**config.mk**
```make
export PLATFORM = sky130hd
export DESIGN_NAME = rr_onehot_arbiter
export DESIGN_NICKNAME = d
export VERILOG_FILES = /design/src/rtl/arb_pkg.sv /design/src/rtl/rr_pick.sv /design/src/rtl/rr_onehot_arbiter.sv
export SDC_FILE = /design/constraint.sdc
export NUM_CORES = 1
export LEC_CHECK = 0
export ABC_CLOCK_PERIOD_IN_PS = 2400
export CORE_UTILIZATION = 51
export DETAILED_ROUTE_END_ITERATION = 7
export PLACE_DENSITY = 0.78
export SETUP_SLACK_MARGIN = 0.1
export SLEW_MARGIN = 20
export SYNTH_ARGS = -nofsm -noshare
export SYNTH_HDL_FRONTEND = slang
export SYNTH_SLANG_ARGS = --single-unit
export TNS_END_PERCENT = 10
```
**constraint.sdc**
```tcl
create_clock -name clk -period 2.4 [get_ports clk]
set_input_delay 0.24 -clock clk [delete_from_list [all_inputs] [get_ports clk]]
set_output_delay 0.24 -clock clk [all_outputs]
set_load 0.01 [all_outputs]
```
**src/rtl/arb_pkg.sv**
```systemverilog
// rtl/arb_pkg.sv - shared constants and FSM state type for the round-robin arbiter
package arb_pkg;

  localparam int NUM_REQ = 4;
  localparam int IDX_W   = 2;

  typedef enum logic {
    ST_IDLE  = 1'b0,
    ST_GRANT = 1'b1
  } arb_state_t;

endpackage

```
**src/rtl/rr_pick.sv**
```systemverilog
// rtl/rr_pick.sv - combinational rotating-priority picker (ptr has highest priority)
module rr_pick
  import arb_pkg::*;
(
  input  logic [NUM_REQ-1:0] req,
  input  logic [IDX_W-1:0]   ptr,
  input  logic [NUM_REQ-1:0] excl,
  output logic [NUM_REQ-1:0] pick,
  output logic [IDX_W-1:0]   idx,
  output logic               any
);

  logic [NUM_REQ-1:0] elig;
  logic [IDX_W-1:0]   cand;

  always_comb begin
    elig = req & ~excl;
    cand = '0;
    idx  = '0;
    any  = 1'b0;
    // Walk ptr, ptr+1, ... modulo NUM_REQ; first eligible hit wins.
    for (int i = 0; i < NUM_REQ; i++) begin
      cand = ptr + IDX_W'(i);
      if (!any && elig[cand]) begin
        any = 1'b1;
        idx = cand;
      end
    end
    pick = any ? (NUM_REQ'(1) << idx) : '0;
  end

endmodule

```
**src/rtl/rr_onehot_arbiter.sv**
```systemverilog
// rtl/rr_onehot_arbiter.sv - 4-way round-robin arbiter with registered one-hot grant and hold limit
module rr_onehot_arbiter
  import arb_pkg::*;
#(
  parameter int MAX_HOLD = 8
) (
  input  logic               clk,
  input  logic               reset,
  input  logic [NUM_REQ-1:0] req_i,
  output logic [NUM_REQ-1:0] gnt_o,
  output logic [IDX_W-1:0]   gnt_idx_o,
  output logic               gnt_valid_o
);

  localparam int CNT_W = $clog2(MAX_HOLD + 1);
  localparam logic [CNT_W-1:0] HOLD_LAST = CNT_W'(MAX_HOLD - 1);

  arb_state_t         state;
  logic [IDX_W-1:0]   ptr;
  logic [CNT_W-1:0]   cnt;

  logic               owner_req;
  logic [IDX_W-1:0]   pick_ptr;
  logic [NUM_REQ-1:0] pick_excl;
  logic [NUM_REQ-1:0] pick_gnt;
  logic [IDX_W-1:0]   pick_idx;
  logic               pick_any;

  // While granted, the picker is pre-aimed at owner+1 so a release can
  // re-arbitrate in the same cycle; a dropping owner is masked out.
  assign owner_req = req_i[gnt_idx_o];
  assign pick_ptr  = (state == ST_GRANT) ? gnt_idx_o + IDX_W'(1) : ptr;
  assign pick_excl = (state == ST_GRANT && !owner_req) ? gnt_o : '0;

  rr_pick u_pick (
    .req  (req_i),
    .ptr  (pick_ptr),
    .excl (pick_excl),
    .pick (pick_gnt),
    .idx  (pick_idx),
    .any  (pick_any)
  );

  always_ff @(posedge clk) begin
    if (reset) begin
      state       <= ST_IDLE;
      ptr         <= '0;
      cnt         <= '0;
      gnt_o       <= '0;
      gnt_idx_o   <= '0;
      gnt_valid_o <= 1'b0;
    end else begin
      case (state)
        ST_IDLE: begin
          if (pick_any) begin
            state       <= ST_GRANT;
            cnt         <= '0;
            gnt_o       <= pick_gnt;
            gnt_idx_o   <= pick_idx;
            gnt_valid_o <= 1'b1;
          end
        end
        ST_GRANT: begin
          if (owner_req && cnt < HOLD_LAST) begin
            cnt <= cnt + CNT_W'(1);
          end else begin
            ptr <= pick_ptr;
            cnt <= '0;
            if (pick_any) begin
              gnt_o       <= pick_gnt;
              gnt_idx_o   <= pick_idx;
              gnt_valid_o <= 1'b1;
            end else begin
              state       <= ST_IDLE;
              gnt_o       <= '0;
              gnt_idx_o   <= '0;
              gnt_valid_o <= 1'b0;
            end
          end
        end
        default: begin
          state       <= ST_IDLE;
          gnt_o       <= '0;
          gnt_idx_o   <= '0;
          gnt_valid_o <= 1'b0;
        end
      endcase
    end
  end

endmodule

```
# After elaboration in Yosys (flattened, before gate mapping)
# Cells that the tools add are included.
dict set report classes {
  n_addsub 5
  n_lt_le_gt_ge 6
  eq_ne 2
  n_shift 1
  mux 37
  bitwise_logic 4
  n_reduce_logical 11
}
# cell n
set ops {}
lappend ops {{two-way mux 4 bit} 6}
lappend ops {{two-way mux 2 bit} 8}
lappend ops {{case mux 4 bit (2 select lines)} 2}
lappend ops {{less-than comparator 2 x 3 -> 1 bit, second input constant} 5}
lappend ops {{two-way mux 1 bit} 13}
lappend ops {{binary-select mux 1 bit (select 2 bit)} 5}
lappend ops {{logical AND 1 bit} 5}
lappend ops {{adder 2 x 1 -> 2 bit, second input constant} 2}
lappend ops {{adder 2 bit, second input constant} 2}
lappend ops {{adder 4 x 1 -> 4 bit, second input constant} 1}
lappend ops {{bitwise AND 4 bit} 1}
lappend ops {{zero test 1 bit} 4}
lappend ops {{less-than comparator 4 x 3 -> 1 bit, second input constant} 1}
lappend ops {{!= test 2 bit, second input constant} 2}
lappend ops {{NOT 4 bit} 1}
lappend ops {{case mux 1 bit (2 select lines)} 2}
lappend ops {{case mux 2 bit (2 select lines)} 1}
lappend ops {{AND reduction 2 bit} 2}
lappend ops {{<< shifter 1 x 2 -> 4 bit, first input constant} 1}
lappend ops {{NOT 1 bit} 2}
dict set report totals {
  reg_bits 14
  out_inout_bits 7
}

# Depth between registers and ports, before layout
# Gate-level depths: netlist of run 1.
dict set report depth {
  word_depth 23
  ltp_mapped 7
}

# Hierarchy
# From an unflattened synthesis of run 1, not the netlist that was laid out.
dict set report unflattened {
  cells_unflattened 138
  hier_area_um2 1083.5
}
# mod n_inst cells_each area_per_inst_um2
set by_module_without_submodules {}
lappend by_module_without_submodules {rr_onehot_arbiter 1 103 857.1}
lappend by_module_without_submodules {rr_pick 1 35 226.5}

# Least setup slack after synthesis of run 1
# No wires, ideal clock.
dict set report synth_timing {
  path_type {register to register}
  startpoint {reg gnt_idx_o[1]}
  endpoint {reg ptr[1]}
  setup_ps 127
  arrival_ps 1853
  t_required_ps 2273
  path_slack_ps 420
  stages_incl_launch_ff 8
  n_path_buf 1
  synth_period_minus_slack_ps 1980
  path_cell_list {dfxtp_1 -> buf_6 -> mux2i_2 -> mux2_2 -> a2111oi_4 -> or2b_2 -> mux2i_1 -> nor2_1}
}
dict set report synth_via {
  elab_chain_len 5
}
# item line
set synth_rtl {}
lappend synth_rtl {{from (decl)} rr_onehot_arbiter.sv:11} ;# output logic [IDX_W-1:0] gnt_idx_o,
lappend synth_rtl {{from (signal assigned)} rr_onehot_arbiter.sv:59} ;# gnt_idx_o <= pick_idx;
lappend synth_rtl {{from (signal assigned)} rr_onehot_arbiter.sv:71} ;# gnt_idx_o <= pick_idx;
lappend synth_rtl {{binary-select mux 1 bit (select 2 bit)} rr_onehot_arbiter.sv:31} ;# assign owner_req = req_i[gnt_idx_o];
lappend synth_rtl {{two-way mux 1 bit (not written as such)} rr_onehot_arbiter.sv:31}
lappend synth_rtl {{logical AND 1 bit} rr_onehot_arbiter.sv:64} ;# if (owner_req && cnt < HOLD_LAST) begin
lappend synth_rtl {{NOT 1 bit (no source line)} -}
lappend synth_rtl {{AND reduction 2 bit (no source line)} -}
lappend synth_rtl {{to (signal assigned)} rr_onehot_arbiter.sv:67} ;# ptr <= pick_ptr;
lappend synth_rtl {{to (decl)} rr_onehot_arbiter.sv:19} ;# logic [IDX_W-1:0] ptr;
# Several ways; a longest one is shown, not always the timed one. The select of a mux whose other input is x is not followed.
# A chain may end at the register's enable or synchronous reset.

# Final worst setup path of run 1
dict set report layout_timing {
  startpoint {reg state}
  endpoint {reg cnt[2]}
}
dict set report layout_via {
  elab_chain_len 17
}
# item line
set layout_rtl {}
lappend layout_rtl {{from (decl)} rr_onehot_arbiter.sv:18} ;# arb_state_t state;
lappend layout_rtl {{from (signal assigned)} rr_onehot_arbiter.sv:46} ;# state <= ST_IDLE;
lappend layout_rtl {{from (signal assigned)} rr_onehot_arbiter.sv:56} ;# state <= ST_GRANT;
lappend layout_rtl {{from (signal assigned)} rr_onehot_arbiter.sv:74} ;# state <= ST_IDLE;
lappend layout_rtl {{logical AND 1 bit} rr_onehot_arbiter.sv:33} ;# assign pick_excl = (state == ST_GRANT && !owner_req) ? gnt_o : '0;
lappend layout_rtl {{two-way mux 4 bit} rr_onehot_arbiter.sv:33}
lappend layout_rtl {{NOT 4 bit} rr_pick.sv:17} ;# elig = req & ~excl;
lappend layout_rtl {{bitwise AND 4 bit} rr_pick.sv:17}
lappend layout_rtl {{binary-select mux 1 bit (select 2 bit)} rr_pick.sv:24} ;# if (!any && elig[cand]) begin
lappend layout_rtl {{two-way mux 1 bit (not written as such)} rr_pick.sv:24}
lappend layout_rtl {{two-way mux 1 bit} rr_pick.sv:24}
lappend layout_rtl {{zero test 1 bit} rr_pick.sv:24}
lappend layout_rtl {{logical AND 1 bit} rr_pick.sv:24}
lappend layout_rtl {{two-way mux 1 bit} rr_pick.sv:24}
lappend layout_rtl {{zero test 1 bit} rr_pick.sv:24}
lappend layout_rtl {{logical AND 1 bit} rr_pick.sv:24}
lappend layout_rtl {{two-way mux 1 bit} rr_pick.sv:24}
lappend layout_rtl {{zero test 1 bit} rr_pick.sv:24}
lappend layout_rtl {{logical AND 1 bit} rr_pick.sv:24}
lappend layout_rtl {{two-way mux 1 bit} rr_pick.sv:24}
lappend layout_rtl {{!= test 2 bit (no source line)} -}
lappend layout_rtl {{to (signal assigned)} rr_onehot_arbiter.sv:65} ;# cnt <= cnt + CNT_W'(1);
lappend layout_rtl {{to (decl)} rr_onehot_arbiter.sv:20} ;# logic [CNT_W-1:0] cnt;
# Several ways; a longest one is shown, not always the timed one. The select of a mux whose other input is x is not followed.

==> impl_metrics.tcl, run 1 <==
set metrics [dict create \
    slew_headroom 0.696 \
    via_per_inst 6.35 \
    p_leak_nw 0.413 \
    required_ps 2610 \
    drtIter0Drc 31 \
    synth_seq_cells 14 \
    io_buffers 12 \
    drv_cap 0 \
    post_cts_resized 0 \
    synth_cells 93 \
    hp-class "reg2reg" \
    cts_setup_buffers 0 \
    whs_endpoint "gnt_valid_o$_SDFFE_PP0P_" \
    wl_per_cell_um 15.7 \
    grt_pass1_wl_um 3240 \
    clk-insertion-delay-late_ps 280 \
    yosysWarnings 0 \
    reg2regPathDepth 7 \
    syn-cell-area_um2 840 \
    maxSlewViolCount 0 \
    synthToLayoutAreaGrowth_pct 21.5 \
    cts_buffers 3 \
    whs_path_depth 2 \
    antenna_found_initial 0 \
    rrSetupSlack_ps 310 \
    yosysSeqAreaShare 0.334 \
    power_density_mw_per_mm2 644 \
    reg2reg_to "cnt[2]$_SDFFE_PP0P_" \
    grt_max_degree 13 \
    met1_usage 0.321 \
    grt_util_met3 0.0388 \
    synth-simple-area-share 0.194 \
    die_h_um 42.6 \
    cp.arrival_ps 2300 \
    pre_cts_ws_ps 108 \
    core.rowCount 14 \
    fin_worst_skew_ps 1.57 \
    drive_gt1_frac 0.168 \
    max_freq_mhz 479 \
    ir_worst_vdd_mv 0.486 \
    rr_startpoint "state$_SDFF_PP0_" \
    tightest_slew_ps 454 \
    start_util 0.551 \
    first_pass_iters 4 \
    synth_top_area_frac 0.334 \
    setup_ws_ps 312 \
    syn_avg_cell_area_um2 9.03 \
    cts_tree "done" \
    rsz0062_at_grt "false" \
    gp_congestion 1.04 \
    die_area_mm2 0.00181 \
    setup_viol 0 \
    yosysTopAreaCell "dfxtp_1" \
    synth_edf_count 0 \
    globalRouteMet2Util 0.366 \
    dr_total_vias 781 \
    grt_pass1_vias 713 \
    boundaryPins 13 \
    dp_cells 119 \
    die_w_um 42.6 \
    ys_async_sr_fraction 0 \
    track_usage 0.236 \
    stdcell_count 123 \
    finalSetupTns_ps 0 \
    critPathCaptureType "register" \
    synth_top_family_by_area "compound AO/OA/AOI/OAI gates" \
    worstHoldStart "gnt_valid_o$_SDFFE_PP0P_" \
    drt_wl_total_um 1930 \
    hold_slack_ps 457 \
    synthAdderAreaFrac 0.0149 \
    synth_xor_area_frac 0.0104 \
    netlist_top_cells_area "dfxtp_1 33%, mux2i_1 7.2%, a22o_1 5.2%" \
    root_buffer "clkbuf_4" \
    path_clk_slew_ps 80 \
    hold_buffers 0 \
    cp_max_fo 10 \
    synthFlopType "dfxtp_1" \
    busiest_layer "met2" \
    hold_violations 0 \
    core_mm2 0.00152 \
    dp_hpwl_um 1410 \
    layout_common_cells "13 x dfxtp_1, 12 x clkdlybuf4s50_1, 8 x a21oi_1, 8 x nor2_1" \
    critPathLaunchType "register" \
    grt-ovfl-total 0 \
    yosys.cell_types.count 40 \
    final_nets 115 \
    fin_crit_sh 0.870 \
    crit_type "reg2reg" \
    htree_levels 1 \
    cts_buffer_depth 2 \
    synthMuxAreaShare 0.115 \
    status "finished, final reports clean" \
    ant_nets 0 \
    synth_compound_gate_area_share 0.282 \
    n_antenna_cell 0 \
    synth_nets 100 \
    min_period_ps 2090 \
    clock-sinks 14 \
    layout_commonest_cell "dfxtp_1" \
    drc 0 \
]
-- cell type report --
cell class                      count  area [um2]
Fill cell                         128         504
Tap cell                           16        20.0
Clock buffer                        4        36.3
Timing Repair Buffer               14         135
Inverter                            4        15.0
Multi-Input combinational cell     71         532
Sequential cell                    14         282
-- sequential cells by signal (all words and copies together) (netlist names) --
signal       count
cnt              4
gnt_o            4
gnt_idx_o        2
ptr              2
gnt_valid_o      1
state            1
-- how the worst max path moves through the flow --
stage                         startpoint                    end  slack (ps)  depth (start not counted)
6_report                state$_SDFF_PP0_    cnt[2]$_SDFFE_PP0P_         310                          7
5_1_grt                 state$_SDFF_PP0_    cnt[2]$_SDFFE_PP0P_         170                          7
4_1_cts        gnt_idx_o[1]$_SDFFE_PP0P_    cnt[2]$_SDFFE_PP0P_         230                          7
3_5_place_dp                    req_i[3]    ptr[1]$_SDFFE_PP0P_         110                          7
3_3_place_gp                    req_i[3]  gnt_o[0]$_SDFFE_PP0P_         140                          7
2_1_floorplan  gnt_idx_o[1]$_SDFFE_PP0P_    ptr[1]$_SDFFE_PP0P_         420                          7
-- power breakdown --
part           switching [mW]  total [mW]  internal [mW]
sequential             0.0309       0.285          0.254
combinational          0.0970       0.198          0.101
clock                  0.0808       0.173         0.0924
total                   0.209       0.656          0.448
-- cell usage after synthesis, types with 2 or more instances --
cell type,n
o21ai_0,2
mux2_2,2
nand3_1,4
nor3_1,2
o211a_1,2
o211ai_1,2
dfxtp_1,14
nor2_1,8
inv_1,4
a31oi_1,2
and2_1,2
nand4_1,2
mux2i_1,6
nand2_1,4
a22o_1,5
a21oi_1,8
-- critical path, stage by stage (launching register included) --
cell and delay, ps:
dfxtp_1 540, nor2b_2 350, nand3_1 190, a32o_1 290, nor4_2 240, buf_4 190
nor2_1 50, nor3_1 160
-- stage by stage --
step                      total power [mW]   util  instance area (um2)
after CTS                            0.650  0.658                 1000
after detailed placement             0.478  0.635                  967
after global placement               0.475  0.635                  967
after global routing                 0.690  0.669                 1020
after floorplan                      0.415      -                  840
final                                0.656  0.669                 1020
-- layer usage --
layer | vias to the layer above | part of all wire
li1 | 381 | -
met1 | 345 | 0.46
met2 | 49 | 0.45
met3 | 6 | 0.073
met4 | 0 | 0.020
met5 | - | 0
-- kinds of logic (layout without fill, tap and decap cells) --
family / count (synthesis) / after routing
AO/OA/AOI/OAI: 30 / 30
XOR/XNOR: 1 / 1
adder cells (fa/ha/maj): 1 / 1
buffers and inverters: 8 / 22
flip-flops: 14 / 14
multiplexers: 9 / 9
AND/OR/NAND/NOR: 30 / 30
Power figures use the tool's default switching activity.
==> run 2, diff against run 1 <==
ABC_AREA = 1   (was not set)
CORE_UTILIZATION = 53   (was 51)
PLACE_DENSITY = 0.79   (was 0.78)
==> impl_metrics.tcl, run 2 <==
set metrics [dict create \
    whs_path_depth 2 \
    cts_setup_buffers 0 \
    synthToLayoutAreaGrowth_pct 14.3 \
    synth_nets 157 \
    dp_hpwl_um 1790 \
    synth_top_area_frac 0.279 \
    fin_area_mm2 0.00115 \
    drv_cap 0 \
    die_w_um 45.6 \
    maxSlewViolCount 0 \
    reg2reg_to "gnt_o[0]$_SDFFE_PP0P_" \
    core_mm2 0.00175 \
    yosysSeqAreaShare 0.279 \
    io_buffers 12 \
    core.rowCount 15 \
    synthFlopType "dfxtp_1" \
    rsz0062_at_grt "false" \
    whs_endpoint "cnt[2]$_SDFFE_PP0P_" \
    path_clk_slew_ps 80 \
    yosysTopAreaCell "dfxtp_1" \
    dp_cells 184 \
    fin_worst_skew_ps 2.78 \
    critPathCaptureType "register" \
    synth_cells 150 \
    cts_buffers 3 \
    rrSetupSlack_ps 330 \
    first_pass_iters 4 \
    required_ps 2630 \
    multi_input_area_um2 643 \
    netSwitchingPower_mw 0.776 \
    cts_buffer_depth 2 \
    tightest_slew_ps 380 \
    clk-insertion-delay-late_ps 280 \
    hold_violations 0 \
    placed_area_mm2 0.00113 \
    hp-class "reg2reg" \
    post_cts_resized 0 \
    synthTopCellsByCount "41 x nand2_1, 35 x nand3_1, 14 x dfxtp_1" \
    start_util 0.576 \
    via_per_inst 5.65 \
    crit_type "reg2reg" \
    power_density_mw_per_mm2 1290 \
    grt-ovfl-total 0 \
    ant_nets 0 \
    ys_async_sr_fraction 0 \
    drt_wl_total_um 2260 \
    dr_total_vias 1057 \
    max_freq_mhz 484 \
    cts_tree "done" \
    status "finished, final reports clean" \
    wl_per_cell_um 12.1 \
    drive_gt1_frac 0.154 \
    netlist_top_cells_area "dfxtp_1 28%, nand3_1 17%, nand2_1 15%" \
    yosys.cell_types.count 20 \
    gp_congestion 0.889 \
    clkPwrFrac 0.090 \
    grt_pass1_vias 903 \
    cp_max_fo 10 \
    fill_cells 170 \
    syn-cell-area_mm2 0.00101 \
    n_antenna_cell 0 \
    worstHoldStart "cnt[2]$_SDFFE_PP0P_" \
    antenna_found_initial 0 \
    min_period_ps 2070 \
    syn_avg_cell_area_um2 6.71 \
    rr_startpoint "state$_SDFF_PP0_" \
    fin_crit_sh 0.861 \
    reg.largest.list "cnt x4, gnt_o x4" \
    finalSetupTns_ps 0 \
    reg2regPathDepth 12 \
    root_buffer "clkbuf_4" \
    die_area_mm2 0.00208 \
    layout_common_cells "41 x nand2_1, 35 x nand3_1, 14 x dfxtp_1, 12 x clkdlybuf4s50_1, 11 x inv_1" \
    track_usage 0.241 \
    seqPwrFrac 0.252 \
    htree_levels 1 \
    setup_viol 0 \
    p_leak_nw 0.542 \
    ir_worst_vdd_mv 0.671 \
    yosysWarnings 0 \
    yosysMostFrequentCell "nand2_1" \
    drc 0 \
    synth_seq_cells 14 \
    slew_headroom 0.746 \
    grt_pass1_wl_um 3680 \
    hold_buffers 0 \
    drtIter0Drc 35 \
    ff_latch_area_um2 280 \
    p_sw_frac 0.524 \
    cp.arrival_ps 2300 \
    stdcell_count 187 \
    clock-sinks 14 \
    synth_edf_count 0 \
    die_h_um 45.6 \
    grt_max_degree 13 \
    final_nets 171 \
    critPathLaunchType "register" \
    layout_commonest_cell "nand2_1" \
    p_int_mw 0.706 \
    boundaryPins 13 \
    combinationalPowerShare 0.659 \
]
## run 2: cell types whose count changed after synthesis, moves of 3 or more
cell     before  now
a22o_1        5    0
inv_1         4   11
inv_2         0    3
mux2i_1       6    0
nand2_1       4   41
nand2_2       0    6
nand2_4       0    4
nand3_1       4   35
nand3_2       0    4
nand4_1       2    6
nor2_1        8    4
o21ai_0       2    5
## run 2: per-layer routing
metal	wire length (um)	global-route usage
met5	0	0
met4	36	0.145
met3	86	0.0198
met2	1110	0.389
met1	1030	0.310
## run 2: power groups by stage
stage / clock (mW) / combinational [mW] / sequential [mW]
CTS: 0.133 / 0.971 / 0.374
global placement: 0 / 0.941 / 0.377
detailed placement: 0 / 0.964 / 0.379
finish: 0.133 / 0.976 / 0.373
floorplan: 0 / 0.760 / 0.362
global route: 0.139 / 1.08 / 0.383
## run 2: worst max-delay path by stage
stage / startpoint / end / slack [ps] / cells after the start
after floorplan: gnt_idx_o[0]$_SDFFE_PP0P_ / cnt[2]$_SDFFE_PP0P_ / 680 / 15
after global placement: req_i[1] / gnt_o[0]$_SDFFE_PP0P_ / 290 / 13
after detailed placement: req_i[3] / gnt_o[0]$_SDFFE_PP0P_ / 160 / 13
after CTS: gnt_idx_o[0]$_SDFFE_PP0P_ / gnt_o[0]$_SDFFE_PP0P_ / 350 / 12
after global routing: gnt_idx_o[0]$_SDFFE_PP0P_ / gnt_o[1]$_SDFFE_PP0P_ / 140 / 14
final: state$_SDFF_PP0_ / gnt_o[0]$_SDFFE_PP0P_ / 330 / 12
## run 2: logic make-up (layout without fill, tap and decap cells)
logic type	count (synthesis)	in the layout	synth area share
xor gates and xnor gates	1	1	0.0162
and+or+nand+nor	102	102	0.521
AOI/OAI and AO/OA	15	15	0.0896
buffers and inverters	17	29	0.0821
adders and majority gates	1	1	0.0124
DFF	14	14	0.279
## run 2: critical path, cell delays in order (launching register included)
cell and delay (ps):
dfxtp_1 550, nand2_1 160, o21ai_4 130, inv_2 110, nand3_1 110, nand2_2 90, nand3_2 100, nand2_4 80
nand4_1 120, nand2_1 80, nor2_1 260, nand3_1 130, nand2_1 80
## run 2: per-stage QoR
stage | total power [mW] | utilization | setup WS [ps] | hold slack (ps)
floorplan | 1.12 | - | 675 | 309
global placement | 1.32 | 0.646 | 292 | 452
detailed placement | 1.34 | 0.646 | 164 | 463
CTS | 1.48 | 0.659 | 346 | 474
global route | 1.61 | 0.659 | 140 | 504
finish | 1.48 | 0.659 | 333 | 470
## run 2: layout make-up
cell class | instances | share of cell area
multi-input combinational | 119 | 0.559
sequential | 14 | 0.244
timing repair buffer | 12 | 0.104
inverter | 14 | 0.0457
tap | 25 | 0.0272
clock buffer | 3 | 0.0196
==> RTL edit (settings of run 2) <==
The package constant `NUM_REQ` goes from 4 to 3.
--- a/src/rtl/arb_pkg.sv
+++ b/src/rtl/arb_pkg.sv
@@ -1,7 +1,7 @@
 // rtl/arb_pkg.sv - shared constants and FSM state type for the round-robin arbiter
 package arb_pkg;
 
-  localparam int NUM_REQ = 4;
+  localparam int NUM_REQ = 3;
   localparam int IDX_W   = 2;
 
   typedef enum logic {
Ports: changed (resized gnt_o and req_i); port bits go from 13 to 11. No check against the original RTL was run, so the function may have changed too.
==> RTL edit against run 2 <==
Maximum frequency up 11%; cell area down 17%; sequential share of layout area up 2.9 points; die area down 18%; worst setup slack better by 210 ps; sequential cell count down 1; synthesized area down 19%; largest power group unchanged; routed wire length down 15%; power down 9.5%; cell count down 23%; critical endpoint is now gnt_idx_o[1]; core utilization up 4.0 points.
==> RTL edit: results (changes against run 2) <==
Seq area share 27.3% (+2.9 points); vias in the first global route 655 (-27%); leak pwr 0.000456 uW (-16%); port bufs 10 (-2); crit path DAT 2090 ps (-210 ps); Fillers 133 (-22%); dpl hpwl 1.44 mm (-19%); Reg2Reg Depth 10 (-2); DP Worst Slack 327 ps (+162 ps); Max Clock Skew 9.35 ps (+6.57 ps); layout cells sized above 1 17.8% (+2.4 points); Post-Syn Area 818 sq um (-19%); Nets 136 (-20%); Synth area leaders dfxtp_1, nand2_1, nand3_1; run status finished clean; clk sinks 13 (-1); relative slew slack 78.0% (+3.3 points); register area 260 sq um (-7.1%); Non-clk bufs 11 (-1); first-pass GRT wire length 2.87 mm (-22%); Total GRT Usage 26.7% (+2.6 points); Comb power 824 uW (-16%); library cells used by synthesis 22 (+10%); Initial DRC Count 33 (-5.7%); Avg Cell Area, Syn 7.05 sq um (+5.2%); vias per inst 5.51 (-2.6%); largest net degree at the start of global routing 12 (-1); Largest regs cnt: 4 flops, gnt_o: 3 flops; via count 793 (-25%); Placement Cell Area 928 sq um (-18%); clock network area share 2.75% (+0.79 points); max incr delay on CP 400 ps (-150 ps); final wirelength 1.92 mm (-15%); multi-input logic area 474 sq um (-26%); Syn Nets 122 (-22%); Sw Ratio 50.7% (-1.7 points); sequential cell area fraction in the yosys report 31.8% (+3.9 points); buffering overhead 11.3% (+0.83 points)
RTL edit: cell count changes after synthesis, sizes merged:
cell,delta
xnor2,-1
a21boi,+1
a21oi,-1
nand3,-24
nor3,+1
clkbuf,-1
inv,+4
nand4,+3
o211ai,+1
or2,-1
dfxtp,-1
nand2,-18
nor2,+2
a221o,+1
RTL edit: path summary, 6_finish.rpt:
| check | from | end | slack, ps |
|---|---|---|---|
| setup / recovery | state | gnt_idx_o[1] | 540 |
| hold / removal | cnt[2] | cnt[2] | 490 |
| setup reg to reg | state | gnt_idx_o[1] | 540 |
| hold reg to reg | cnt[2] | cnt[2] | 490 |
RTL edit: logic make-up after synthesis:
group,after synthesis,share of synthesized area [%]
fa+ha+maj,1,1.53
buf+inv,20,10.2
simple gates,65,39.8
compound gates,17,16.7
flops,13,31.8
RTL edit: layer usage:
layer	routed length, microns	GRT usage (%)
met2	846	43.0
met3	94	5.32
met1	916	33.9
met4	63	12.9
met5	0	0
